$ cat config.mk
export PLATFORM = sky130hd
export DESIGN_NAME = div_arbiter
export DESIGN_NICKNAME = d
export VERILOG_FILES = /design/src/rtl/div_arbiter.sv
export SDC_FILE = /design/constraint.sdc
export NUM_CORES = 1
export LEC_CHECK = 0
export CAP_MARGIN = 40
export CELL_PAD_IN_SITES_DETAIL_PLACEMENT = 0
export CELL_PAD_IN_SITES_GLOBAL_PLACEMENT = 1
export CORE_MARGIN = 2
export CORE_UTILIZATION = 30
export DETAILED_ROUTE_END_ITERATION = 12
export GPL_TIMING_DRIVEN = 0
export HOLD_SLACK_MARGIN = 0.08
export PLACE_DENSITY_LB_ADDON = 0.3
export SLEW_MARGIN = 25
export SYNTH_ARGS = -nofsm -noshare
export SYNTH_HDL_FRONTEND = slang
export SYNTH_SLANG_ARGS = --single-unit
$ cat constraint.sdc
create_clock -name clk -period 4.7 [get_ports clk]
set_input_delay 0.47 -clock clk [delete_from_list [all_inputs] [get_ports clk]]
set_output_delay 0.47 -clock clk [all_outputs]
set_load 0.05 [all_outputs]
$ cat src/rtl/div_arbiter.sv
// div_arbiter: shares one iterative divider between two requesters.
// Requests are arbitrated in IDLE. The winner's operands are latched and
// held steady while the divider runs. The result is registered and
// announced with a one-cycle done_o pulse. A flush from the owner aborts
// the divide and waits two cycles so the divider is free again.
// Build option: define DIVARB_ROUND_ROBIN_EN for round-robin arbitration.
// The default is fixed priority, where requester 0 always wins.
module div_arbiter (
   input  logic        clk,
   input  logic        rst,
   input  logic [1:0]  req_i,
   input  logic [1:0]  signed_i,
   input  logic [31:0] op1_0_i,
   input  logic [31:0] op2_0_i,
   input  logic [31:0] op1_1_i,
   input  logic [31:0] op2_1_i,
   input  logic [1:0]  annul_i,
   output logic [1:0]  gnt_o,
   output logic [1:0]  done_o,
   output logic [63:0] result_o,
   output logic        div_start_o,
   output logic        div_annul_o,
   output logic        div_signed_o,
   output logic [31:0] div_opdata1_o,
   output logic [31:0] div_opdata2_o,
   input  logic [63:0] div_result_i,
   input  logic        div_ready_i
);

   typedef enum logic [1:0] {IDLE, BUSY, DONE, ABORT} state_t;

   state_t      r_state;
   state_t      w_next;
   logic [1:0]  r_gnt;
   logic        r_owner;
   logic        r_abort_cnt;
   logic        r_signed;
   logic [31:0] r_op1;
   logic [31:0] r_op2;
   logic [63:0] r_result;

   logic [1:0]  w_valid;
   logic        w_win;
   logic        w_load;
   logic        w_capture;
   logic        w_start;
   logic        w_annul;
   logic        w_done;
   logic        w_owner_annul;

   // A request that is being flushed in the same cycle is not a candidate.
   assign w_valid       = req_i & ~annul_i;
   assign w_owner_annul = annul_i[r_owner];

`ifdef DIVARB_ROUND_ROBIN_EN
   logic r_ptr;

   // The pointed requester wins ties; otherwise the only valid one wins.
   assign w_win = w_valid[r_ptr] ? r_ptr : ~r_ptr;

   // After the owner finishes or aborts, hand priority to the other side.
   always_ff @(posedge clk or negedge rst) begin
      if (!rst)
         r_ptr <= 1'b0;
      else if ((r_state == DONE) || ((r_state == ABORT) && (w_next == IDLE)))
         r_ptr <= ~r_owner;
   end
`else
   // Fixed priority: requester 1 only wins when it is the sole candidate.
   assign w_win = (w_valid == 2'b10);
`endif

   // Next-state and divider control decode.
   always_comb begin
      w_next    = r_state;
      w_load    = 1'b0;
      w_capture = 1'b0;
      w_start   = 1'b0;
      w_annul   = 1'b0;
      w_done    = 1'b0;
      case (r_state)
         IDLE: begin
            if (|w_valid) begin
               w_load = 1'b1;
               w_next = BUSY;
            end
         end
         BUSY: begin
            // A flush beats a result that arrives in the same cycle.
            if (w_owner_annul) begin
               w_annul = 1'b1;
               w_next  = ABORT;
            end else begin
               w_start = 1'b1;
               if (div_ready_i) begin
                  w_capture = 1'b1;
                  w_next    = DONE;
               end
            end
         end
         DONE: begin
            w_done = 1'b1;
            w_next = IDLE;
         end
         ABORT: begin
            if (r_abort_cnt)
               w_next = IDLE;
         end
         default: w_next = IDLE;
      endcase
   end

   // State register.
   always_ff @(posedge clk or negedge rst) begin
      if (!rst)
         r_state <= IDLE;
      else
         r_state <= w_next;
   end

   // Grant, owner, operand latch and result capture.
   always_ff @(posedge clk or negedge rst) begin
      if (!rst) begin
         r_gnt    <= 2'b00;
         r_owner  <= 1'b0;
         r_signed <= 1'b0;
         r_op1    <= '0;
         r_op2    <= '0;
         r_result <= '0;
      end else begin
         if (w_load) begin
            r_gnt    <= w_win ? 2'b10 : 2'b01;
            r_owner  <= w_win;
            r_signed <= signed_i[w_win];
            r_op1    <= w_win ? op1_1_i : op1_0_i;
            r_op2    <= w_win ? op2_1_i : op2_0_i;
         end else if ((w_next == IDLE) && (r_state != IDLE)) begin
            r_gnt <= 2'b00;
         end
         if (w_capture)
            r_result <= div_result_i;
      end
   end

   // Two-cycle abort counter. It is always zero when ABORT is entered.
   always_ff @(posedge clk or negedge rst) begin
      if (!rst)
         r_abort_cnt <= 1'b0;
      else if (r_state == ABORT)
         r_abort_cnt <= ~r_abort_cnt;
      else
         r_abort_cnt <= 1'b0;
   end

   assign gnt_o         = r_gnt;
   assign done_o        = w_done ? r_gnt : 2'b00;
   assign result_o      = r_result;
   assign div_start_o   = w_start;
   assign div_annul_o   = w_annul;
   assign div_signed_o  = r_signed;
   assign div_opdata1_o = r_op1;
   assign div_opdata2_o = r_op2;

endmodule

* After elaboration in Yosys (flattened, before gate mapping) *
Cells that the tools add are included.

storage, ports and cells
  register bits = 135
  input port bits = 201
  word-level logic and storage cells = 49

operators by class
  magnitude comparators = 2
  equal/unequal tests = 4
  multiplexer cells = 26
  bitwise operators = 3
  reductions and logical operators = 6

operators with widths
  cell                                                                          count
  32-bit 2-to-1 mux                                                             2
  2-bit 2-to-1 mux                                                              8
  1-bit 2-to-1 mux                                                              15
  2-bit one-hot mux with 4 select lines                                         1
  2-bit equality test, second input constant                                    3
  2-bit zero test                                                               2
  1-bit by 2-bit less-than comparator with 1-bit output, second input constant  2
  2-bit nonzero test                                                            2
  2-bit AND                                                                     1
  2-bit by 1-bit equality test with 1-bit output, second input constant         1
  2-bit NOT                                                                     1
  2-bit OR reduction                                                            1
  1-bit logical AND                                                             1
  1-bit NOT                                                                     1

* Depth between registers and ports, before layout *
  word-level depth = 9
  depth in mapped cells = 6
  mapped depth without buffers = 3

* Least setup slack after synthesis *
No wires, ideal clock.

  path type = input to output
  from = input port annul_i[0]
  to = output port div_start_o
  arrival time = 1437 ps
  required time = 4230 ps
  setup slack = 2793 ps
  stages = 2
  cells stage by stage = mux2_4 nor2_1

on the way
  cells in the longest elaborated chain, start to end = 4

ends and longest elaborated chain
  item                                                  line  text
  start, declared                                       17    input logic [1:0] annul_i,
  1-bit 2-to-1 mux (not written as such) (2 in series)  53    assign w_owner_annul = annul_i[r_owner];
  1-bit 2-to-1 mux                                      90    if (w_owner_annul) begin
  1-bit 2-to-1 mux                                      81    case (r_state)
  end, declared                                         21    output logic div_start_o,

Every way passes these cells. The select of a mux whose other input is x is not followed.

* Final worst setup path *
  from = input port annul_i[0]
  to = output port div_annul_o

on the way
  cells in the longest elaborated chain, start to end = 4

ends and longest elaborated chain
  item                                                  line  text
  1-bit 2-to-1 mux (not written as such) (2 in series)  53
  1-bit 2-to-1 mux                                      90
  1-bit 2-to-1 mux                                      81
  end, declared                                         22    output logic div_annul_o,

Every way passes these cells. The select of a mux whose other input is x is not followed.

==> results.sh <==
export IMPL_status="completed"
export IMPL_hpwl_um=13700
export IMPL_end_kind="output port"
export IMPL_drv_cap=0
export IMPL_drive_above_1_share_pct=13.83
export IMPL_syn_area_per_cell_um2=14.40
export IMPL_ys_seq_area_share_pct=61.24
export IMPL_fin_skew_ns=0.01056
export IMPL_critPathMaxFanout=5
export IMPL_syn_instance_count=383
export IMPL_crit_type="in2out"
export IMPL_nNetsFinal=940
export IMPL_core_um2=18020
export IMPL_cts_buffer_depth=2
export IMPL_yosysUniqueCellTypes=29
export IMPL_drc_errors=0
export IMPL_holdPathEnd="r_abort_cnt$_DFF_PN0_"
export IMPL_diodes=0
export IMPL_startpoint_type="primary input"
export IMPL_r2r_start="r_state[1]$_DFF_PN0_"
export IMPL_rows=49
export IMPL_finalPower_uw=7751
export IMPL_ys_ff_latch=135
export IMPL_grt_ovfl_total=0
export IMPL_cts_inserted_buffers=17
export IMPL_async_reset_ff_share_pct=100.0
export IMPL_io_buffers=335
export IMPL_synth_flop_cell="dfrtp_1"
export IMPL_synth_nets=584
export IMPL_crit_path_max_incr_delay_ns=0.88
export IMPL_track_usage_pct=18.13
export IMPL_fp_dieW_um=139.6
export IMPL_setup_viol=0
export IMPL_cts_tree="done"
export IMPL_dieArea_um2=19490
export IMPL_crit_chain="clkdlybuf4s50_1 > mux2_4 > nor2b_1 > clkdlybuf4s50_1"
export IMPL_arrival_ns=2.29
export IMPL_root_buffer="clkbuf_16"
export IMPL_antenna_found_initial=1
export IMPL_fin_crit_ns=2.757
export IMPL_area_growth_pct=78.07
export IMPL_powerDensity_nw_per_um2=789.1
export IMPL_crit_start="annul_i[0]"
export IMPL_synth_edff_count=0
export IMPL_hold_path_class="reg2reg"
export IMPL_fin_crit_sh_pct=58.66
export IMPL_vias=4615
export IMPL_path_common_cell="clkdlybuf4s50_1"
export IMPL_grt_max_degree=90
export IMPL_die_height_um=139.6
export IMPL_final_core_util_pct=54.50
export IMPL_grt_pass1_vias=5031
export IMPL_avgViaCountPerCell=4.704
export IMPL_hp_start="r_abort_cnt$_DFF_PN0_"
export IMPL_drt_iter0_drc=130
export IMPL_drt_wl_total_um=17650
export IMPL_worstHoldPathCells=1
export IMPL_drv_slew=0
export IMPL_clkSlewWorstSetupHoldPaths_ns=0.05
export IMPL_syn_area_um2=5517
export IMPL_hold_viol=0
export IMPL_dpl_cell_area_um2=9189
export IMPL_leakagePower_uw=0.004107
export IMPL_dr_pass1_iters=4
export IMPL_worstMarginPinSlew_ns=0.6593
export IMPL_final_cell_mix="clkdlybuf4s50_1 (334), dfrtp_1 (135), a221o_1 (65)"
export IMPL_regToRegSetupSlack_ns=2.45
export IMPL_io_pin_count=336
export IMPL_setup_tns_ns=0
export IMPL_worstRegToRegCells=6
export IMPL_finalInstanceArea_um2=9823
export IMPL_grt_first_pass_wirelength_um=27450
export IMPL_r2r_end="div_opdata2_o[15]$_DFFE_PN0P_"
export IMPL_start_util_pct=30.61
export IMPL_htree_levels=4
export IMPL_clkSinkCount=135
export IMPL_fmax_mhz=362.7
export IMPL_clk_latency_ns=0.42
export IMPL_crit_required_ns=4.23
export IMPL_rsz0062_at_grt="false"
export IMPL_final_common_cell="clkdlybuf4s50_1"
export IMPL_wl_per_cell_um=17.99
export IMPL_ir_drop_v=0.0004927
export IMPL_cpMaxStageDelayCell="clkdlybuf4s50_1"
export IMPL_antenna_left=0
export IMPL_max_slew_margin_rel_pct=55.90
export IMPL_routabilityCongestion=0.7773
export IMPL_yosysWarnings=0
## layer usage
layer,share of wire [%],global-route usage (%)
met5,0.074,0
met4,1.8,6.842
met3,8.3,6.469
met2,50,31.06
met1,40,20.89
## state kept, by name, indices dropped and copies added (netlist names)
| signal | flops |
|---|---|
| gnt_o | 2 |
| result_o | 64 |
| div_signed_o | 1 |
| div_opdata2_o | 32 |
| r_abort_cnt | 1 |
| r_owner | 1 |
| r_state | 2 |
| div_opdata1_o | 32 |
## repair_timing
item / in CTS / in global routing
hold buffers: 1 / 0
resized for setup: 0 / 0
hold endpoints to repair: 46 / 0
setup buffers: 0 / 0
## per-stage QoR
step	std cells	setup slack, ns	hold slack (ns)
CTS	981	1.915	0.4564
global route	981	1.884	0.4794
floorplan	383	2.793	0.1744
finish	981	1.943	0.4537
detailed placement	948	1.893	0.3947
global placement	947	-2.167	0.4385
## Yosys cell counts (2+ instances only)
cell type	number	area, um2
clkbuf_2	2	10.01
nor2_1	3	11.26
and2_0	7	43.79
mux2_1	15	168.9
buf_4	5	37.54
clkbuf_1	11	41.29
mux2_2	49	551.8
nor2b_1	3	18.77
a31o_2	2	17.52
and2_1	58	362.9
inv_1	3	11.26
buf_2	4	20.02
buf_6	6	67.56
and3_1	2	12.51
a221o_1	65	650.6
dfrtp_1	135	3378
## logic make-up (layout without fill, tap and decap cells)
| logic type | after synthesis | after routing | synth area share (%) |
|---|---|---|---|
| flops | 135 | 135 | 61.24 |
| simple gates | 79 | 79 | 9.208 |
| compound gates | 73 | 73 | 12.81 |
| mux | 65 | 65 | 13.34 |
| buf+inv | 31 | 400 | 3.402 |
## layout make-up
cell class	count	area [um2]
buffer	28	176.4
clock buffer	18	429.2
clock inverter	14	195.2
fill	1530	8202
inverter	3	11.26
multi-input combinational	217	1951
sequential	135	3378
tap	229	286.5
timing repair buffer	337	3396
## worst max-delay path: cells and delay by family
family | cells | cell delay (ns)
buffers and inverters | 2 | 1.42
multiplexers | 1 | 0.22
AND/OR/NAND/NOR | 1 | 0.17
## power breakdown
part           switching, uW  total, uW  internal, uW
Combinational           2680       4310          1630
Clock                    511       1400           892
Sequential               306       2040          1730
## worst max-delay path by stage
stage	to	slack [ns]	cells after the start
after floorplan	div_start_o	2.79	2
after global placement	result_o[23]$_DFFE_PN0P_	-2.17	1
after detailed placement	div_opdata2_o[15]$_DFFE_PN0P_	1.89	6
after CTS	div_annul_o	1.91	4
after global routing	div_annul_o	1.88	4
final	div_annul_o	1.94	4
Power figures use the tool's default switching activity.
